$ cat src/rtl/traffic_light_fsm_if.sv
// Signal bundle between the synchronizer-side controller logic and the light sequencer.
// The master drives the synchronized requests and tick; the slave drives the lamps.
interface traffic_light_fsm_if;
    logic       Tick;
    logic       Sensor_Sync;
    logic       WR_Sync;
    logic       Prog_Sync;
    logic [1:0] Time_Param_Selector;
    logic [3:0] Time_Value;
    logic [2:0] Main_LEDs;
    logic [2:0] Side_LEDs;
    logic       Walk_Lamp;
    logic [2:0] State_Out;

    modport master (
        output Tick, Sensor_Sync, WR_Sync, Prog_Sync, Time_Param_Selector, Time_Value,
        input  Main_LEDs, Side_LEDs, Walk_Lamp, State_Out
    );

    modport slave (
        input  Tick, Sensor_Sync, WR_Sync, Prog_Sync, Time_Param_Selector, Time_Value,
        output Main_LEDs, Side_LEDs, Walk_Lamp, State_Out
    );
endinterface

$ cat src/rtl/traffic_light_fsm.sv
// Intersection light sequencer: state machine, interval down-counter, walk latch
// and three programmable interval registers. Lamps are registered from the next state.
//
// state | meaning
// MG1   | main green, first interval
// MG2   | main green, extension (t_ext if side car waiting)
// MY    | main yellow
// WALK  | all red, pedestrian walk lamp on
// SG    | side green (t_base, plus t_ext if side car waiting)
// SY    | side yellow
module traffic_light_fsm #(
    parameter logic [3:0] T_BASE_DEF = 4'd6,
    parameter logic [3:0] T_EXT_DEF  = 4'd3,
    parameter logic [3:0] T_YEL_DEF  = 4'd2
) (
    input logic                 clk,
    input logic                 Reset_n,
    traffic_light_fsm_if.slave  bus
);

    localparam logic [2:0] MG1  = 3'd0;
    localparam logic [2:0] MG2  = 3'd1;
    localparam logic [2:0] MY   = 3'd2;
    localparam logic [2:0] WALK = 3'd3;
    localparam logic [2:0] SG   = 3'd4;
    localparam logic [2:0] SY   = 3'd5;

    logic [2:0] state, state_nxt;
    logic [4:0] count, count_nxt;
    logic       walk_pending, walk_nxt;
    logic [3:0] t_base, t_ext, t_yel;
    logic [4:0] sg_load;
    logic [2:0] main_nxt, side_nxt;
    logic       walk_lamp_nxt;

    // A programmed zero would stall the counter, so it is promoted to one everywhere.
    function automatic logic [4:0] eff(input logic [3:0] v);
        return (v == 4'd0) ? 5'd1 : {1'b0, v};
    endfunction

    assign sg_load = eff(t_base) + (bus.Sensor_Sync ? eff(t_ext) : 5'd0);

    always_comb begin
        state_nxt = state;
        count_nxt = count;
        walk_nxt  = walk_pending;
        if (bus.Prog_Sync) begin
            state_nxt = MG1;
            walk_nxt  = 1'b0;
            count_nxt = (bus.Time_Param_Selector == 2'b00) ? eff(bus.Time_Value) : eff(t_base);
        end else begin
            if (bus.WR_Sync && state != WALK)
                walk_nxt = 1'b1;
            if (bus.Tick) begin
                if (count > 5'd1) begin
                    count_nxt = count - 5'd1;
                end else begin
                    case (state)
                        MG1: begin
                            state_nxt = MG2;
                            count_nxt = bus.Sensor_Sync ? eff(t_ext) : eff(t_base);
                        end
                        MG2: begin
                            state_nxt = MY;
                            count_nxt = eff(t_yel);
                        end
                        MY: begin
                            if (walk_pending) begin
                                state_nxt = WALK;
                                count_nxt = eff(t_ext);
                                walk_nxt  = 1'b0;
                            end else begin
                                state_nxt = SG;
                                count_nxt = sg_load;
                            end
                        end
                        WALK: begin
                            state_nxt = SG;
                            count_nxt = sg_load;
                        end
                        SG: begin
                            state_nxt = SY;
                            count_nxt = eff(t_yel);
                        end
                        default: begin
                            state_nxt = MG1;
                            count_nxt = eff(t_base);
                        end
                    endcase
                end
            end
        end
    end

    always_comb begin
        main_nxt      = 3'b100;
        side_nxt      = 3'b100;
        walk_lamp_nxt = 1'b0;
        case (state_nxt)
            MG1, MG2: main_nxt = 3'b001;
            MY:       main_nxt = 3'b010;
            WALK:     walk_lamp_nxt = 1'b1;
            SG:       side_nxt = 3'b001;
            SY:       side_nxt = 3'b010;
            default:  main_nxt = 3'b100;
        endcase
    end

    always_ff @(posedge clk) begin
        if (!Reset_n) begin
            state         <= MG1;
            count         <= eff(T_BASE_DEF);
            walk_pending  <= 1'b0;
            t_base        <= T_BASE_DEF;
            t_ext         <= T_EXT_DEF;
            t_yel         <= T_YEL_DEF;
            bus.Main_LEDs <= 3'b001;
            bus.Side_LEDs <= 3'b100;
            bus.Walk_Lamp <= 1'b0;
        end else begin
            state         <= state_nxt;
            count         <= count_nxt;
            walk_pending  <= walk_nxt;
            bus.Main_LEDs <= main_nxt;
            bus.Side_LEDs <= side_nxt;
            bus.Walk_Lamp <= walk_lamp_nxt;
            if (bus.Prog_Sync) begin
                case (bus.Time_Param_Selector)
                    2'b00:   t_base <= bus.Time_Value;
                    2'b01:   t_ext  <= bus.Time_Value;
                    2'b10:   t_yel  <= bus.Time_Value;
                    default: ;
                endcase
            end
        end
    end

    assign bus.State_Out = state;

endmodule

$ cat src/flat_wrapper.sv
// flat-port wrapper written by rule: the top's interface ports become plain ports
module traffic_light_fsm_flat 
#(
    parameter logic [3:0] T_BASE_DEF = 4'd6,
    parameter logic [3:0] T_EXT_DEF  = 4'd3,
    parameter logic [3:0] T_YEL_DEF  = 4'd2
)
  (clk, Reset_n, bus_Tick, bus_Sensor_Sync, bus_WR_Sync, bus_Prog_Sync, bus_Time_Param_Selector, bus_Time_Value, bus_Main_LEDs, bus_Side_LEDs, bus_Walk_Lamp, bus_State_Out);
  traffic_light_fsm_if bus_i ();
  input logic clk;
  input logic Reset_n;
  input wire logic [$bits(bus_i.Tick)-1:0] bus_Tick;
  input wire logic [$bits(bus_i.Sensor_Sync)-1:0] bus_Sensor_Sync;
  input wire logic [$bits(bus_i.WR_Sync)-1:0] bus_WR_Sync;
  input wire logic [$bits(bus_i.Prog_Sync)-1:0] bus_Prog_Sync;
  input wire logic [$bits(bus_i.Time_Param_Selector)-1:0] bus_Time_Param_Selector;
  input wire logic [$bits(bus_i.Time_Value)-1:0] bus_Time_Value;
  output wire logic [$bits(bus_i.Main_LEDs)-1:0] bus_Main_LEDs;
  output wire logic [$bits(bus_i.Side_LEDs)-1:0] bus_Side_LEDs;
  output wire logic [$bits(bus_i.Walk_Lamp)-1:0] bus_Walk_Lamp;
  output wire logic [$bits(bus_i.State_Out)-1:0] bus_State_Out;
  assign bus_i.Tick = bus_Tick;
  assign bus_i.Sensor_Sync = bus_Sensor_Sync;
  assign bus_i.WR_Sync = bus_WR_Sync;
  assign bus_i.Prog_Sync = bus_Prog_Sync;
  assign bus_i.Time_Param_Selector = bus_Time_Param_Selector;
  assign bus_i.Time_Value = bus_Time_Value;
  assign bus_Main_LEDs = bus_i.Main_LEDs;
  assign bus_Side_LEDs = bus_i.Side_LEDs;
  assign bus_Walk_Lamp = bus_i.Walk_Lamp;
  assign bus_State_Out = bus_i.State_Out;
  traffic_light_fsm #(.T_BASE_DEF(T_BASE_DEF), .T_EXT_DEF(T_EXT_DEF), .T_YEL_DEF(T_YEL_DEF)) u_core (.clk(clk), .Reset_n(Reset_n), .bus(bus_i));
endmodule
$ cat config.mk
export PLATFORM = sky130hd
export DESIGN_NAME = traffic_light_fsm_flat
export DESIGN_NICKNAME = d
export VERILOG_FILES = /design/src/rtl/traffic_light_fsm_if.sv /design/src/rtl/traffic_light_fsm.sv /design/src/flat_wrapper.sv
export SDC_FILE = /design/constraint.sdc
export NUM_CORES = 1
export LEC_CHECK = 0
export CAP_MARGIN = 30
export CORE_MARGIN = 2
export CORE_UTILIZATION = 38
export DETAILED_ROUTE_END_ITERATION = 7
export SYNTH_ARGS = -nofsm -noshare
export SYNTH_HDL_FRONTEND = slang
export SYNTH_SLANG_ARGS = --single-unit
$ cat constraint.sdc
create_clock -name clk -period 2.3 [get_ports clk]
set_input_delay 0.46 -clock clk [delete_from_list [all_inputs] [get_ports clk]]
set_output_delay 0.46 -clock clk [all_outputs]
set_load 0.005 [all_outputs]
# After elaboration in Yosys (flattened, before gate mapping)

Cells that the tools add are included.

Bits in registers: 28
Bits of input ports: 12
Logic and storage cells: 65

Add/subtract/negate cells: 2
$lt $le $gt $ge: 1
Eq/ne operators: 12
Mux-type cells: 25
Bitwise logic cells: 1
Reductions and logical operators: 15

Operator list:

| cell                  | number |
|---|---|
| $mux W5               | 6 |
| $mux W4               | 5 |
| $pmux W5 S4           | 1 |
| $logic_not A4 Y1      | 4 |
| $pmux W3 S5           | 1 |
| $eq A3 B2 Y1 const B  | 4 |
| $mux W3               | 4 |
| $pmux W3 S2           | 2 |
| $eq A3 B3 Y1 const B  | 3 |
| $eq A3 B1 Y1 const B  | 2 |
| $logic_not A3 Y1      | 2 |
| $mux W1               | 6 |
| $reduce_and A2 Y1     | 3 |
| $reduce_or A2 Y1      | 3 |
| $add A4 B5 Y5         | 1 |
| $gt A5 B1 Y1 const B  | 1 |
| $sub A5 B1 Y5 const B | 1 |
| $ne A3 B2 Y1 const B  | 1 |
| $eq A2 B1 Y1 const B  | 1 |
| $eq A2 B2 Y1 const B  | 1 |
| $logic_not A2 Y1      | 1 |
| $reduce_bool A2 Y1    | 1 |
| $logic_and A1 B1 Y1   | 1 |
| $not A1 Y1            | 1 |

# Depth between registers and ports, before layout

Depth after elaboration: 9
Mapped depth: 9
Mapped depth without buffers: 9

# Least setup slack after synthesis

OpenSTA, ideal clock, no wires.

Kind: register to register
Start point: reg u_core.t_base[1]
End point: reg u_core.count[1]
Library setup time: 133 ps
Arrival time: 1,846 ps
Slack: 321 ps
Stages on the path, launching flop included: 10
Buffers on the path: 1
Clock period less this slack: 1,979 ps
Cells stage by stage: dfxtp_1 buf_2 nor3_1 or2_2 ha_1 ha_1 a2111oi_0 nor4_1 o21ai_0 nand3_1

Longest elaborated chain between the ends: 8
Elaborated cells between the ends (all ways): 10
Those cells by class: add/sub (1); mux (8); reduce/logical (1)

RTL lines:

| element                  | line                     | text |
|---|---|---|
| start: declaration       | traffic_light_fsm.sv:31  | `logic [3:0] t_base, t_ext, t_yel;` |
| start signal: assignment | traffic_light_fsm.sv:129 | `2'b00: t_base <= bus.Time_Value;` |
| $logic_not A4 Y1         | traffic_light_fsm.sv:38  | `return (v == 4'd0) ? 5'd1 : {1'b0, v};` |
| $mux W4 *                | traffic_light_fsm.sv:38  |  |
| $add A4 B5 Y5            | traffic_light_fsm.sv:41  | `assign sg_load = eff(t_base) + (bus.Sensor_Sync ? eff(t_ext) : 5'd0);` |
| $mux W5                  | traffic_light_fsm.sv:68  | `if (walk_pending) begin` |
| $pmux W5 S4              | traffic_light_fsm.sv:58  | `case (state)` |
| $mux W5                  | traffic_light_fsm.sv:55  | `if (count > 5'd1) begin` |
| $mux W5                  | traffic_light_fsm.sv:54  | `if (bus.Tick) begin` |
| $mux W5 *                | traffic_light_fsm.sv:47  | `if (bus.Prog_Sync) begin` |
| end signal: assignment   | traffic_light_fsm.sv:112 | `count <= eff(T_BASE_DEF);` |
| end signal: assignment   | traffic_light_fsm.sv:122 | `count <= count_nxt;` |
| end: declaration         | traffic_light_fsm.sv:29  | `logic [4:0] count, count_nxt;` |

Mark *: on every way between the ends. The rest lies on a longest branch, timed or not. The select of a mux whose other input is x is not followed.
A chain may end at the register's enable or synchronous reset.

# Worst setup path in the final report

Start point: in bus_Sensor_Sync
End point: reg u_core.count[1]

Longest elaborated chain between the ends: 7
Elaborated cells between the ends (all ways): 8
Those cells by class: add/sub (1); mux (7)

RTL lines:

| element            | line                    | text |
|---|---|---|
| start: declaration | flat_wrapper.sv:13      | `input wire logic [$bits(bus_i.Sensor_Sync)-1:0] bus_Sensor_Sync;` |
| $mux W4            | traffic_light_fsm.sv:41 |  |
| $add A4 B5 Y5      | traffic_light_fsm.sv:41 |  |
| $mux W5            | traffic_light_fsm.sv:68 |  |
| $pmux W5 S4 *      | traffic_light_fsm.sv:58 |  |
| $mux W5 *          | traffic_light_fsm.sv:55 |  |
| $mux W5 *          | traffic_light_fsm.sv:54 |  |
| $mux W5 *          | traffic_light_fsm.sv:47 |  |

Marks and branches as above.

==> qor.yml <==
cts_tree: "done"
initial_utilization: 0.389
avgViaCountPerCell: 5.43
synth.avg_cell_area_um2: 8.61
synth_common_cells: "dfxtp_1 (28), nand2_1 (15), nor2_1 (15)"
portBuffers: 21
clk_pin_slew_ps: 90
end_kind: "flop"
netlist_top_cells_area: "dfxtp_1 (31%), mux2i_1 (6.1%), ha_1 (4.2%), nand2_1 (3.1%), nor2_1 (3.1%)"
drtIter0Drc: 65
ios: 22
htreeDepth: 1
drv_slew: 0
fin_crit_sh: 0.920
critPathMostFrequentCell: "ha_1"
nets: 254
p_sw_mw: 0.242
min_from: "u_core.t_base[0]"
fin_skew_ps: 6.17
ys_async_sr_fraction: 0
synth.yosys.seq_area_share: 0.311
required_ps: 2460
fin_total_pwr_mw: 0.937
wl_per_cell_um: 14.2
rr_startpoint: "u_core.t_base[3]"
syn2layout_area_growth_pct: 17.9
r2r-end: "u_core.count[1]"
synth_ff_type: "dfxtp_1"
yosysUniqueCellTypes: 61
worst_path_largest_cell_delay_ps: 530
postCtsHoldBufs: 0
syn_inst: 209
internal_power_mw: 0.695
die_area_um2: 5300
grt_overflow: 0
cts_root_buffer: "clkbuf_8"
rsz0062_at_grt: "false"
synth_seq_cells: 28
syn-num-nets: 227
clock-sinks: 28
firstDrtPassIters: 4
cts_buffers: 3
place.gp.congestion: 0.857
antenna_found_initial: 0
tightest_slew_ps: 622
first_global_vias: 1485
critical_path_class: "in2reg"
clkPwrFrac: 0.277
mappedNetlistArea_um2: 1800
timing.final.crit_period_ps: 2120
r2r_cells: 8
p_per_area_nw_per_um2: 441
rrSetupSlack_ps: 280
synth_edf_count: 0
track_usage: 0.170
grt_max_degree: 18
power_frac_seq: 0.549
fin_hold_ws_ps: 497
clockBufferDepth: 2
sw_frac_of_total: 0.258
grt_pass1_wl_um: 7170
startpoint_type: "primary input"
ant_nets: 0
vias: 1564
hold_violations: 0
antenna_cells: 0
slowest_stage: "clkdlybuf4s50_1"
totalWireLength_um: 4100
report.final.setup_viol: 0
min_to: "u_core.t_base[0]"
die_h_um: 72.8
drive_gt1_frac: 0.150
relSlewSlack: 0.585
cp_max_fo: 5
synth_top_area_frac: 0.311
post-dp-hpwl_um: 3230
leakagePower_nw: 0.881
status: "finished clean"
power_frac_comb: 0.174
ir_drop_uv: 183
core-area_um2: 4630
post-route-drc-count: 0
critPathArrivalTime_ps: 2270
rows: 25
yosys_warnings: 0
hold_class: "reg2reg"
clk-insertion-delay-late_ps: 270
crit_chain: "clkdlybuf4s50_1, inv_1, nor2_1, ha_1, ha_1, a2111oi_1, nor4_1, o21ai_0, nand3_1"
synth_largest_area_cell: "dfxtp_1"
yosysMostFrequentCell: "dfxtp_1"
min_path_cells: 2
fp.dieW_um: 72.8
cap_violations: 0
fmax_mhz: 473
## worst max-delay path: cells and delay by family
family          cells  cell delay [ps]
compound gates      2              510
fa+ha+maj           2              400
buf+inv             2              600
simple gates        3              310
## layout by cell type (no fill, tap or decap), drive strengths merged, types with 3 or more instances in the layout
master | Yosys | layout
nor2 | 16 | 16
mux2 | 3 | 3
o21ai | 11 | 11
a31oi | 4 | 4
nand3 | 7 | 7
nor3 | 12 | 12
inv | 8 | 8
mux2i | 11 | 11
nor2b | 7 | 7
buf | 7 | 15
xor2 | 3 | 3
clkdlybuf4s50 | 0 | 21
a21oi | 11 | 11
and2 | 4 | 4
nand2 | 15 | 15
o2111ai | 3 | 3
ha | 6 | 6
dfxtp | 28 | 28
clkbuf | 7 | 3
nand2b | 3 | 3
nor4 | 4 | 4
## cell families (layout without fill, tap and decap cells)
logic type,after synthesis,count (layout),share of synthesized area
flops,28,28,0.311
compound gates,52,52,0.206
buf+inv,23,48,0.0806
simple gates,81,81,0.256
fa+ha+maj,6,6,0.0417
mux,14,14,0.0799
xor+xnor,5,5,0.0243
## layout make-up
| type | count | area (um^2) |
|---|---|---|
| fill | 458 | 2510 |
| clock buffer | 3 | 41.3 |
| multi-input combinational | 158 | 1100 |
| inverter | 9 | 35.0 |
| sequential | 28 | 561 |
| tap | 54 | 67.6 |
| timing repair buffer | 36 | 323 |
## metal layers
metal  share of wire  GRT usage  vias up  wire length, um
met5               0          0        -                0
met2            0.44      0.256       30             1800
met4          0.0024     0.0309        0               10
li1                -          -      816                -
met3           0.049     0.0221        2              199
met1            0.51      0.260      716             2080
## through the flow
step | setup WS (ps) | cell area [um^2] | std cells | util | TNS, ps
after CTS | 147 | 2120 | 288 | 0.458 | 0
after floorplan | 321 | 1800 | 209 | - | 0
after global placement | -19.3 | 2080 | 285 | 0.449 | -19.3
after global routing | 50.0 | 2120 | 288 | 0.459 | 0
final | 185 | 2120 | 288 | 0.459 | 0
after detailed placement | -125 | 2080 | 285 | 0.449 | -125
## sequential cells by signal, summed over array words and instances, names as in the netlist
register,cells
u_core.count,5
u_core.t_base,4
u_core.t_ext,4
u_core.t_yel,4
u_core.bus.Main_LEDs,3
u_core.bus.Side_LEDs,3
u_core.bus.State_Out,3
u_core.bus.Walk_Lamp,1
u_core.walk_pending,1
## repair_timing
item / in CTS / in global routing
setup endpoints to repair: 0 / 1
gates resized for setup: 0 / 1
hold endpoints to repair: 0 / 0
buffers inserted: 0 / 0
## worst max-delay path by stage
| stage | start | to | slack [ps] | cells after the start |
|---|---|---|---|---|
| after floorplan | u_core.t_base[1] | u_core.count[1] | 320 | 9 |
| after global placement | bus_Sensor_Sync | u_core.count[1] | -20 | 9 |
| after detailed placement | bus_Sensor_Sync | u_core.count[1] | -130 | 9 |
| after CTS | bus_Sensor_Sync | u_core.count[1] | 150 | 9 |
| after global routing | bus_Sensor_Sync | u_core.count[1] | 50 | 9 |
| final | bus_Sensor_Sync | u_core.count[1] | 180 | 9 |
## power by group through the flow
stage          logic [mW]  clock network [mW]  registers, mW
2_1_floorplan       0.109                   0          0.521
3_3_place_gp        0.162                   0          0.526
3_5_place_dp        0.161                   0          0.526
4_1_cts             0.162               0.274          0.514
5_1_grt             0.183               0.292          0.517
6_report            0.163               0.259          0.515
Power figures use the tool's default switching activity.
